[config.mk]
export PLATFORM = sky130hd
export DESIGN_NAME = cpu_step_ctrl
export DESIGN_NICKNAME = d
export VERILOG_FILES = /design/src/rtl/cpu_dbg_defs.sv /design/src/rtl/btn_debounce.sv /design/src/rtl/cpu_step_ctrl.sv
export SDC_FILE = /design/constraint.sdc
export NUM_CORES = 1
export LEC_CHECK = 0
export ABC_AREA = 1
export ABC_CLOCK_PERIOD_IN_PS = 3400
export BUFFER_PORTS_ARGS = -buffer_cell sky130_fd_sc_hd__buf_2
export CAP_MARGIN = 10
export CORE_ASPECT_RATIO = 1.2
export CORE_MARGIN = 5
export CORE_UTILIZATION = 50
export DETAILED_ROUTE_END_ITERATION = 7
export HOLD_SLACK_MARGIN = 0.06
export PLACE_DENSITY = 0.71
export SLEW_MARGIN = 20
export SYNTH_ARGS = -nofsm -noshare
export SYNTH_HDL_FRONTEND = slang
export SYNTH_HIERARCHICAL = 1
export SYNTH_SLANG_ARGS = --single-unit
[constraint.sdc]
create_clock -name CCLK -period 3.4 [get_ports CCLK]
set_input_delay 0.34 -clock CCLK [delete_from_list [all_inputs] [get_ports CCLK]]
set_output_delay 0.34 -clock CCLK [all_outputs]
set_load 0.01 [all_outputs]
[src/rtl/cpu_dbg_defs.sv]
// Shared encodings for the CPU step controller: FSM state codes and the LCD debug-word selectors.
package cpu_dbg_defs;

   typedef enum logic [1:0] {
      ST_INIT   = 2'd0,
      ST_STEP   = 2'd1,
      ST_RUN    = 2'd2,
      ST_HALTED = 2'd3
   } state_t;

   localparam logic [1:0] DBG_PC   = 2'd0;
   localparam logic [1:0] DBG_INST = 2'd1;
   localparam logic [1:0] DBG_REG  = 2'd2;
   localparam logic [1:0] DBG_CNT  = 2'd3;

   // Switch field 0 and 1 pick pc/inst, 7 picks the step counter, everything else is a register address.
   function automatic logic [1:0] dbg_decode(input logic [2:0] sel);
      if (sel == 3'd0)      return DBG_PC;
      else if (sel == 3'd1) return DBG_INST;
      else if (sel == 3'd7) return DBG_CNT;
      else                  return DBG_REG;
   endfunction

endpackage

[src/rtl/btn_debounce.sv]
// Push-button conditioner: 2-FF synchroniser, stable-level debounce and a one-cycle rising-edge pulse.
module btn_debounce #(
   parameter int DEB_CYCLES = 16
) (
   input  logic clk,
   input  logic rst_n,
   input  logic btn,
   output logic rise
);

   localparam int CW = $clog2(DEB_CYCLES + 1);

   logic          sync1, sync2;
   logic          level;
   logic [CW-1:0] cnt;
   logic          accept;

   // The synced input must disagree with the accepted level for DEB_CYCLES cycles in a row.
   assign accept = (sync2 != level) && (cnt == CW'(DEB_CYCLES - 1));

   // NOTE: state is updated with <= so every flop samples pre-edge values; reset is sampled on the clock edge.
   always_ff @(posedge clk) begin
      if (!rst_n) begin
         sync1 <= 1'b0;
         sync2 <= 1'b0;
         level <= 1'b0;
         cnt   <= '0;
         rise  <= 1'b0;
      end else begin
         sync1 <= btn;
         sync2 <= sync1;
         rise  <= accept && sync2;
         if (sync2 == level) begin
            cnt <= '0;
         end else if (accept) begin
            cnt   <= '0;
            level <= sync2;
         end else begin
            cnt <= cnt + 1'b1;
         end
      end
   end

endmodule

[src/rtl/cpu_step_ctrl.sv]
// Pipeline clock-enable sequencer: single-step or free-run advance pulses, step counter,
// debug-word select and the LCD refresh request/acknowledge handshake.
module cpu_step_ctrl
   import cpu_dbg_defs::*;
#(
   parameter int DEB_CYCLES = 16,
   parameter int RUN_DIV    = 8,
   parameter int RST_HOLD   = 4,
   parameter int CNT_W      = 8
) (
   input  logic             CCLK,
   input  logic             RST_N,
   input  logic             BTN_STEP,
   input  logic [3:0]       SW,
   input  logic             halt,
   input  logic             lcd_ack,
   output logic             cpu_en,
   output logic             cpu_rst,
   output logic [CNT_W-1:0] rcnt,
   output logic [1:0]       dbg_sel,
   output logic             lcd_req
);

   localparam int HW = $clog2(RST_HOLD + 1);
   localparam int DW = (RUN_DIV > 1) ? $clog2(RUN_DIV) : 1;

   state_t        state, state_n;
   logic [HW-1:0] hold_cnt;
   logic [DW-1:0] div;
   logic          btn_rise;
   logic          step_req;
   logic          pending;
   logic [1:0]    dbg_new;
   logic          upd_evt;

   btn_debounce #(.DEB_CYCLES(DEB_CYCLES)) u_btn_step (
      .clk   (CCLK),
      .rst_n (RST_N),
      .btn   (BTN_STEP),
      .rise  (btn_rise)
   );

   assign cpu_rst = (state == ST_INIT);
   assign dbg_new = dbg_decode(SW[3:1]);
   assign upd_evt = cpu_en || (dbg_new != dbg_sel);

   // halt outranks the mode switch and also masks cpu_en combinationally in the same cycle.
   always_comb begin
      // NOTE: every output gets a default first so no path through the case can infer a latch.
      state_n = state;
      cpu_en  = 1'b0;
      case (state)
         ST_INIT: begin
            if (hold_cnt == HW'(RST_HOLD - 1)) state_n = SW[0] ? ST_RUN : ST_STEP;
         end
         ST_STEP: begin
            if (halt) begin
               state_n = ST_HALTED;
            end else begin
               cpu_en = step_req;
               if (SW[0]) state_n = ST_RUN;
            end
         end
         ST_RUN: begin
            if (halt)        state_n = ST_HALTED;
            else if (!SW[0]) state_n = ST_STEP;
            else             cpu_en  = (div == DW'(RUN_DIV - 1));
         end
         ST_HALTED: begin
            if (step_req && !halt) state_n = ST_STEP;
         end
         default: state_n = ST_INIT;
      endcase
   end

   always_ff @(posedge CCLK) begin
      if (!RST_N) begin
         state    <= ST_INIT;
         hold_cnt <= '0;
         div      <= '0;
         step_req <= 1'b0;
         rcnt     <= '0;
         dbg_sel  <= DBG_PC;
      end else begin
         state <= state_n;
         if (state == ST_INIT) hold_cnt <= hold_cnt + 1'b1;
         if (state != ST_RUN || div == DW'(RUN_DIV - 1)) div <= '0;
         else                                            div <= div + 1'b1;
         // Presses are discarded while free-running; otherwise held until a step pulse uses them.
         if (state == ST_RUN)  step_req <= 1'b0;
         else if (btn_rise)    step_req <= 1'b1;
         else if (cpu_en)      step_req <= 1'b0;
         if (cpu_en) rcnt <= rcnt + 1'b1;
         dbg_sel <= dbg_new;
      end
   end

   // Refresh handshake: events during an open request collapse into a single pending re-request.
   always_ff @(posedge CCLK) begin
      if (!RST_N) begin
         lcd_req <= 1'b0;
         pending <= 1'b0;
      end else if (lcd_req) begin
         if (lcd_ack) lcd_req <= 1'b0;
         if (upd_evt) pending <= 1'b1;
      end else if (pending || upd_evt) begin
         lcd_req <= 1'b1;
         pending <= 1'b0;
      end
   end

endmodule

==> impl_metrics.env <==
export IMPL_crit_arrival_ps=1680
export IMPL_htree_levels=2
export IMPL_drtAntennaViolNets=0
export IMPL_ys_seq_area_share_pct=41.3
export IMPL_grt_ovfl_total=0
export IMPL_hold_path_class="in -> reg"
export IMPL_gp_routability_congestion=0.907
export IMPL_cts_made_buffers=5
export IMPL_die_x_um=59.2
export IMPL_period_share_pct=59.3
export IMPL_grt_pass1_wl_mm=4.61
export IMPL_antenna_cells=0
export IMPL_cp_max_fo=13
export IMPL_cp_required_ps=3060
export IMPL_clock_sinks=30
export IMPL_wl_mm=2.60
export IMPL_synthFlopType="dfxtp_1"
export IMPL_grt_usage_pct=14.4
export IMPL_layout_nets=241
export IMPL_status="finished, final reports clean"
export IMPL_max_stage_delay_ps=380
export IMPL_core_sq_mm=0.00279
export IMPL_critPathTopFamily="flip-flops"
export IMPL_placed_cell_area_sq_mm=0.00158
export IMPL_viasPerCell=4.83
export IMPL_ir_drop_uv=355
export IMPL_syn2layout_area_growth_pct=12.0
export IMPL_cts_root_buf="clkbuf_4"
export IMPL_rows=21
export IMPL_drtIter0Drc=31
export IMPL_ys_ff_latch=30
export IMPL_clk_pin_slew_ps=70
export IMPL_finClkSkew_ps=13.4
export IMPL_slowest_stage="dfxtp_1"
export IMPL_synth_cell_types=26
export IMPL_cts_tree="yes"
export IMPL_first_pass_iters=4
export IMPL_maxSlewViolCount=0
export IMPL_crit_chain="inv_1 > ha_1 > nand4_1 > nand2_1 > nand2_2 > inv_2 > buf_2"
export IMPL_ctsResizeCount=0
export IMPL_wl_per_cell_um=10.2
export IMPL_ys_warn_count=6
export IMPL_worst_setup_path_end_kind="primary output"
export IMPL_async_reset_ff_share_pct=0
export IMPL_p_per_area_mw_per_mm2=489
export IMPL_final_util_pct=58.5
export IMPL_grt_max_degree=16
export IMPL_synth_enable_flop_cells=0
export IMPL_start_kind="flip-flop"
export IMPL_clock_latency_ps=330
export IMPL_leakage_uw=0.000788
export IMPL_maxCapViolations=0
export IMPL_avgSynthCellArea_sq_um=7.42
export IMPL_fin_cells=254
export IMPL_start_util_pct=52.2
export IMPL_hold_violations=0
export IMPL_vias=1228
export IMPL_fmax_ghz=0.496
export IMPL_dp_hpwl_mm=1.99
export IMPL_finalSetupTns_ps=0
export IMPL_antenna_found_initial=0
export IMPL_grt_pass1_vias=1212
export IMPL_die_area_sq_mm=0.00409
export IMPL_clockBufferDepth=2
export IMPL_die_y_um=69.1
export IMPL_cts_hold_buf=0
export IMPL_io_pins=22
export IMPL_rsz0062_at_grt="false"
export IMPL_synthesis_area_sq_mm=0.00146
export IMPL_worst_slew_pin_slew_ps=303
export IMPL_drive_above_1_share_pct=16.8
export IMPL_path_buf_inv=3
export IMPL_final_common_cell="nand2_1"
export IMPL_final_cell_mix="44 x nand2_1, 30 x dfxtp_1, 28 x nor2_1"
export IMPL_relSlewSlack_pct=79.8
export IMPL_syn_nets=216
export IMPL_place_inst=248
export IMPL_fin_crit_ps=2020
export IMPL_io_buffer_count=21
export IMPL_drc=0
export IMPL_critPathKind="reg -> out"
export IMPL_setup_violations=0
export IMPL_post_cts_buffers=0
export IMPL_stdcell_area_sq_mm=0.00163
export IMPL_netlist_instances=196
==> metal layers <==
layer | routed length [um] | part of all wire, % | global-route usage (%)
met5 | 0 | 0 | 0
met4 | 51 | 2.0 | 8.56
met3 | 146 | 5.6 | 4.85
met2 | 1320 | 51 | 24.2
met1 | 1090 | 42 | 14.9
==> final cells by class <==
type                            instances  area [sq um]
Clock buffer                            6          51.3
Fill cell                             264          1150
Inverter                               31           116
Multi-Input combinational cell        132           714
Sequential cell                        30           601
Tap cell                               34          42.5
Timing Repair Buffer                   21           105
==> path summary, 6_finish.rpt <==
kind | from | to | slack [ps] | cells past startpoint
hold reg to reg | u_btn_step/sync1 | u_btn_step/sync2 | 410 | 2
setup / recovery | state[0] | cpu_en | 1380 | 7
hold / removal | BTN_STEP | u_btn_step/sync1 | 200 | 3
setup reg to reg | state[0] | state[0] | 1890 | 8
==> report_power, final <==
part,leakage [uW],switching [uW],total [uW],internal (uW)
logic,0.000513,113,191,78.1
registers,0.000244,19.7,401,381
clock network,0.0000302,113,206,93.0
==> sequential cells by signal (all words and copies together), names as in the netlist <==
register          count
u_btn_step/level      1
lcd_req               1
u_btn_step/sync2      1
pending               1
u_btn_step/cnt        5
hold_cnt              3
u_btn_step/sync1      1
state                 2
rcnt                  8
u_btn_step/rise       1
step_req              1
dbg_sel               2
div                   3
==> cells in the mapped netlist, types with 3 or more instances <==
master / number / area share [%]
nand2_1: 44 / 11
a21oi_1: 11 / 3.8
nand3_1: 7 / 2.4
dfxtp_1: 30 / 41
inv_1: 27 / 7.0
nor2_1: 28 / 7.2
inv_2: 3 / 0.77
ha_1: 11 / 9.5
nor3_1: 3 / 1.0
xnor2_1: 3 / 1.8
nand4_1: 5 / 2.1
o21ai_0: 7 / 2.4
==> kinds of logic after synthesis <==
family / share of synthesized area, %
and+or+nand+nor: 28.5
buffers and inverters: 9.63
DFF: 41.3
AOI/OAI and AO/OA: 8.17
adders and majority gates: 9.46
xor gates and xnor gates: 3.01
==> worst register-to-register path: stages, from the launching register on <==
cell and delay (ps):
dfxtp_1 380, inv_1 80, ha_1 310, inv_1 110, o21ai_0 110, nor3_2 230
nand2_1 80, nand2_1 60, nor2_1 40
==> metrics by stage <==
stage	hold WS [ps]	power [uW]	setup slack, ps
final	202	798	1380
after global placement	403	592	1800
after CTS	184	809	1370
after detailed placement	403	603	1730
after global routing	202	856	1230
after floorplan	390	562	1990
(Power assumes the default switching activity.)
